$ cat config.mk
export PLATFORM = sky130hd
export DESIGN_NAME = round_robin_arbiter
export DESIGN_NICKNAME = d
export VERILOG_FILES = /design/src/rtl/arb_pkg.sv /design/src/rtl/masked_prio_enc.sv /design/src/rtl/round_robin_arbiter.sv
export SDC_FILE = /design/constraint.sdc
export NUM_CORES = 1
export LEC_CHECK = 0
export BUFFER_PORTS_ARGS = -buffer_cell sky130_fd_sc_hd__buf_2
export CAP_MARGIN = 10
export CORE_MARGIN = 2
export CORE_UTILIZATION = 50
export CTS_CLUSTER_SIZE = 20
export DETAILED_ROUTE_END_ITERATION = 8
export MAX_ROUTING_LAYER = met4
export PLACE_DENSITY = 0.73
export SETUP_SLACK_MARGIN = 0.02
export SLEW_MARGIN = 25
export SYNTH_ARGS = -nofsm -noshare
export SYNTH_HDL_FRONTEND = slang
export SYNTH_SLANG_ARGS = --single-unit
$ cat constraint.sdc
create_clock -name clk -period 2.7 [get_ports clk]
set_input_delay 0 -clock clk [delete_from_list [all_inputs] [get_ports clk]]
set_output_delay 0 -clock clk [all_outputs]
set_load 0.1 [all_outputs]
$ cat src/rtl/arb_pkg.sv
// Shared types and default constants for the round-robin arbiter.
package arb_pkg;

    typedef enum logic {
        ARB_IDLE  = 1'b0,
        ARB_GRANT = 1'b1
    } arb_state_t;

    localparam int ARB_N        = 8;
    localparam int ARB_MAX_HOLD = 16;

endpackage

$ cat src/rtl/masked_prio_enc.sv
// Find-first-set starting at ptr with wrap-around: lowest set bit at or above
// ptr wins, otherwise the lowest set bit of the whole vector.
module masked_prio_enc #(
    parameter int N   = 8,
    parameter int IDW = $clog2(N)
) (
    input  logic [N-1:0]   req,
    input  logic [IDW-1:0] ptr,
    output logic [IDW-1:0] idx,
    output logic           found
);

    logic [IDW-1:0] idx_m;
    logic [IDW-1:0] idx_u;
    logic           hit_m;

    always_comb begin
        idx_m = '0;
        idx_u = '0;
        hit_m = 1'b0;
        // Scan from the top down so the lowest matching index is the last written.
        for (int unsigned i = 0; i < N; i++) begin
            if (req[N-1-i]) begin
                idx_u = IDW'(N - 1 - i);
                if (IDW'(N - 1 - i) >= ptr) begin
                    idx_m = IDW'(N - 1 - i);
                    hit_m = 1'b1;
                end
            end
        end
    end

    assign idx   = hit_m ? idx_m : idx_u;
    assign found = |req;

endmodule

$ cat src/rtl/round_robin_arbiter.sv
// Round-robin arbiter with grant hold until release.
// Define ARB_TIMEOUT_EN to build the MAX_HOLD forced-revoke feature.
module round_robin_arbiter
    import arb_pkg::*;
#(
    parameter int N        = ARB_N,
    parameter int IDW      = $clog2(N),
    parameter int MAX_HOLD = ARB_MAX_HOLD
) (
    input  logic           clk,
    input  logic           rst_n,
    input  logic [N-1:0]   req,
    output logic [N-1:0]   gnt,
    output logic [IDW-1:0] gnt_id,
    output logic           gnt_valid,
    output logic           timeout
);

    if (N < 2 || (N & (N - 1)) != 0) begin : g_bad_n
        $error("N must be a power of two >= 2");
    end
    if (MAX_HOLD < 2) begin : g_bad_hold
        $error("MAX_HOLD must be >= 2");
    end

    arb_state_t     state_q, state_d;
    logic [N-1:0]   gnt_q, gnt_d;
    logic [IDW-1:0] id_q, id_d;
    logic           valid_q, valid_d;
    logic [IDW-1:0] ptr_q, ptr_d;
    logic [N-1:0]   enc_req;
    logic [IDW-1:0] win;
    logic           found;
    logic           do_grant;
    logic           do_clear;

`ifdef ARB_TIMEOUT_EN
    localparam int HCW = (MAX_HOLD > 2) ? $clog2(MAX_HOLD) : 1;
    logic [HCW-1:0] hold_q, hold_d;
    logic           to_q, to_d;
`endif

    // The outgoing owner is masked out so a handoff never re-selects it.
    assign enc_req = (state_q == ARB_GRANT) ? (req & ~gnt_q) : req;

    masked_prio_enc #(
        .N   (N),
        .IDW (IDW)
    ) u_enc (
        .req   (enc_req),
        .ptr   (ptr_q),
        .idx   (win),
        .found (found)
    );

    always_comb begin
        state_d  = state_q;
        gnt_d    = gnt_q;
        id_d     = id_q;
        valid_d  = valid_q;
        ptr_d    = ptr_q;
        do_grant = 1'b0;
        do_clear = 1'b0;
`ifdef ARB_TIMEOUT_EN
        hold_d   = hold_q;
        to_d     = 1'b0;
`endif
        unique case (state_q)
            ARB_IDLE: begin
                do_grant = found;
            end
            ARB_GRANT: begin
                if (!req[id_q]) begin
                    do_grant = found;
                    do_clear = !found;
                end
`ifdef ARB_TIMEOUT_EN
                else if (hold_q == HCW'(MAX_HOLD - 1)) begin
                    // Forced revoke: skip past the owner and spend one cycle idle.
                    do_clear = 1'b1;
                    to_d     = 1'b1;
                    ptr_d    = id_q + IDW'(1);
                end else begin
                    hold_d = hold_q + HCW'(1);
                end
`endif
            end
            default: begin
                do_clear = 1'b1;
            end
        endcase

        if (do_grant) begin
            state_d = ARB_GRANT;
            gnt_d   = N'(1) << win;
            id_d    = win;
            valid_d = 1'b1;
            ptr_d   = win + IDW'(1);
`ifdef ARB_TIMEOUT_EN
            hold_d  = '0;
`endif
        end else if (do_clear) begin
            state_d = ARB_IDLE;
            gnt_d   = '0;
            id_d    = '0;
            valid_d = 1'b0;
        end
    end

    always_ff @(posedge clk or negedge rst_n) begin
        if (!rst_n) begin
            state_q <= ARB_IDLE;
            gnt_q   <= '0;
            id_q    <= '0;
            valid_q <= 1'b0;
            ptr_q   <= '0;
        end else begin
            state_q <= state_d;
            gnt_q   <= gnt_d;
            id_q    <= id_d;
            valid_q <= valid_d;
            ptr_q   <= ptr_d;
        end
    end

`ifdef ARB_TIMEOUT_EN
    always_ff @(posedge clk or negedge rst_n) begin
        if (!rst_n) begin
            hold_q <= '0;
            to_q   <= 1'b0;
        end else begin
            hold_q <= hold_d;
            to_q   <= to_d;
        end
    end

    assign timeout = to_q;
`else
    assign timeout = 1'b0;
`endif

    assign gnt       = gnt_q;
    assign gnt_id    = id_q;
    assign gnt_valid = valid_q;

endmodule

==> flow_summary_export.csv <==
group,metric,value,unit
global_route,antenna_found_initial,0,
power,switching_share,56.4,%
synthesis,synth_area_per_cell,9.99,um2
timing,worst_slew_pin_slew,0.506,ns
floorplanning,io_pins,23,
cells_and_area,synthToLayoutAreaGrowth,11.1,%
clocking,clock_latency,0.28,ns
synthesis,synth_edf_count,0,
global_route,grt_overflow,0,
global_route,gr-usage-all-layers,22.9,%
floorplanning,initial_utilization,52.8,%
setup_path,path_cells,"a21boi_1, nor2_1, a221oi_1, o221ai_2, ha_1, ha_1, nand3_1, o21ai_0",
floorplanning,fp.dieArea,2740,um2
synthesis,synth_top_family_by_area,"compound AO/OA/AOI/OAI gates",
floorplanning,num_rows,17,
floorplanning,die_h,52.3,um
setup_path,cp_slowest_cell,"dfrtp_2",
power,total_leakage_power,0.634,nW
detailed_routing,drc,0,
setup_path,required,2.86,ns
timing,fin_crit,2.40,ns
clocking,clkSlewWorstSetupHoldPaths,0.09,ns
synthesis,synth.area.top_cells,"dfrtp_1 32%, a22o_1 6.7%, ha_1 6.4%",
setup_path,path_buf_inv,0,
timing,rsz0062_at_grt,"false",
synthesis,synth-compound-area-share,33.9,%
synthesis,synth.distinct_cells,46,
power,p_sw,987,uW
placed_design,place_ws,0.355,ns
cells_and_area,fill_cells,203,
global_route,grt_pass1_wl,4420,um
synthesis,yosysTopAreaCell,"dfrtp_1",
global_route,grt_max_degree,17,
timing,timing.fmax,0.417,GHz
synthesis,synth-seq-cells,15,
placed_design,portBuffers,21,
power,total_power,1.75,mW
status,status,"complete, no violations",
synthesis,synth-simple-area-share,13.2,%
synthesis,syn_nets,133,
detailed_routing,vias,1008,
clocking,cts_buffer_depth,2,
synthesis,synthMuxAreaShare,7.28,%
setup_path,cpPeakStageDelay,0.52,ns
synthesis,synthAdderAreaFrac,6.42,%
cells_and_area,layout_commonest_cell,"buf_2",
timing,hold_viol_final,0,
placed_design,placed_cell_area,1260,um2
floorplanning,die_w,52.3,um
synthesis,synth-async-reset-ratio,100,%
timing,slew_headroom,66.0,%
cells_and_area,antenna_cells,0,
setup_path,worst_setup_path_start_kind,"register",
setup_path,path_common_cell,"ha_1",
cells_and_area,layout_common_cells,"21 x buf_2, 14 x dfrtp_1, 9 x a22o_1",
setup_path,worstSetupPathType,"reg2reg",
detailed_routing,ant_nets,0,
detailed_routing,drtIter0Drc,56,
global_route,first_global_vias,903,
timing,period_share,88.7,%
detailed_routing,routed_via_density,6.11,
synthesis,netlist_area,1170,um2
synthesis,synth_flop_cell,"dfrtp_1",
clocking,cts_tree,"done",
setup_path,critPathTopFamily,"compound AO/OA/AOI/OAI gates",
synthesis,synth_seq_area_share,32.1,%
power,p_int,763,uW
timing,drv_slew,0,
power,pwr-share-clk,7.3,%
timing,setup_viol,0,
setup_path,crit_arrival,2.55,ns
power,power_density,1350,nW/um2
detailed_routing,drt_pre_antenna_iters,4,
detailed_routing,routed_wl,2760,um
placed_design,hpwlAfterDp,2160,um
setup_path,crit_fanout,16,
clocking,cts.sinks,15,
power,combPwrFrac,69.8,%
floorplanning,core_area,2210,um2
clocking,htreeDepth,1,
setup_path,endpoint_kind,"register",
run,drv_cap,0,
clocking,cts_buffers,3,
synthesis,syn_inst,117,
cells_and_area,fin_area,1300,um2
timing,skew,0.00618,ns
power,seqPwrFrac,22.9,%
cells_and_area,drive_gt1_share,29.2,%
power,peakVddDrop,0.883,mV
cells_and_area,fin_nets,154,
timing,setup_slack,0.304,ns
detailed_routing,wire_per_inst,16.7,um
synthesis,synth_warnings,0,
synthesis,synthDominantCellAreaShare,32.1,%
synthesis,synth_xor_area_share,0,%
clocking,cts_root_buf,"clkbuf_4",
min_path,hp-class,"in2async",
timing,fin_tns_setup,0,ns
placed_design,place.gp.congestion,0.930,
-- final cells by class --
class / instances / area, um2 / share of cell area, %
Sequential cell: 15 / 377 / 29.0
Inverter: 8 / 30.0 / 2.31
Tap cell: 28 / 35.0 / 2.70
Multi-Input combinational cell: 88 / 714 / 55.0
Timing Repair Buffer: 22 / 115 / 8.86
Clock buffer: 3 / 22.5 / 1.73
Clock inverter: 1 / 5.00 / 0.385
-- kinds of logic (layout without fill, tap and decap cells) --
| group | after synthesis | after routing |
|---|---|---|
| compound gates | 48 | 48 |
| simple gates | 28 | 28 |
| flops | 15 | 15 |
| buf+inv | 14 | 34 |
| fa+ha+maj | 6 | 6 |
| mux | 5 | 5 |
| other cells | 1 | 1 |
-- worst reg2reg max path, delay by kind of cell, from the launching register on --
family                     cells  cell delay [ns]
AOI/OAI and AO/OA              4             1.06
adders and majority gates      2             0.55
DFF                            1             0.52
and+or+nand+nor                2             0.15
-- per-layer routing --
metal	track usage, %	share of wire [%]	vias to the layer above
li1	-	-	487
met1	30.1	46	479
met2	34.6	46	40
met3	6.29	7.0	2
met4	6.41	0.83	0
met5	-	0	-
-- flip-flops by register name, indices dropped and copies added, names as in the netlist --
name / count
ptr_q: 3
gnt: 8
gnt_valid: 1
gnt_id: 3
-- what timing repair did --
item	CTS	global route
setup buffers	0	0
gates resized for setup	0	0
hold endpoints to repair	15	0
endpoints found under the setup margin	0	0
hold buffers	1	0
-- path summary, 6_finish.rpt --
kind | from | endpoint | slack, ns | cells past startpoint
worst max-delay path | gnt_valid | ptr_q[2] | 0.30 | 8
worst min-delay path | rst_n | gnt[7] | 0.15 | 2
worst max register to register | gnt_valid | ptr_q[2] | 0.30 | 8
worst min register to register | gnt[4] | gnt[4] | 0.56 | 1
max in group asynchronous | rst_n | gnt_valid | 2.27 | 2
min in group clk | req[2] | ptr_q[0] | 0.41 | 5
-- Yosys cell counts (2+ instances only) --
library cell  number
mux2_2             2
a21bo_2            2
a21oi_1            4
nand2_1            7
mux4_1             2
ha_1               6
o221ai_1           2
a32o_2             3
o21ai_0            2
o21a_1             2
a21boi_1           2
a21boi_2           2
nand3_1            3
inv_1              8
a22oi_1            3
and2_1             2
buf_4              2
dfrtp_1           15
nor2_1             5
a21boi_0           6
nand2b_1           4
a22o_1             9
-- power by group through the flow --
stage	sequential, mW	clock (mW)	combinational, mW
finish	0.401	0.127	1.22
global route	0.413	0.143	1.31
CTS	0.400	0.132	1.22
detailed placement	0.404	0	1.21
global placement	0.403	0	1.20
floorplan	0.708	0	0.738
-- metrics by stage --
step	hold WS [ns]	std cells	utilization, %
after global routing	0.184	165	58.7
after global placement	-0.0880	160	57.0
after floorplan	-0.296	117	-
final	0.147	165	58.7
after detailed placement	-0.0819	160	57.0
after CTS	0.143	165	58.7
Power figures use the tool's default switching activity.
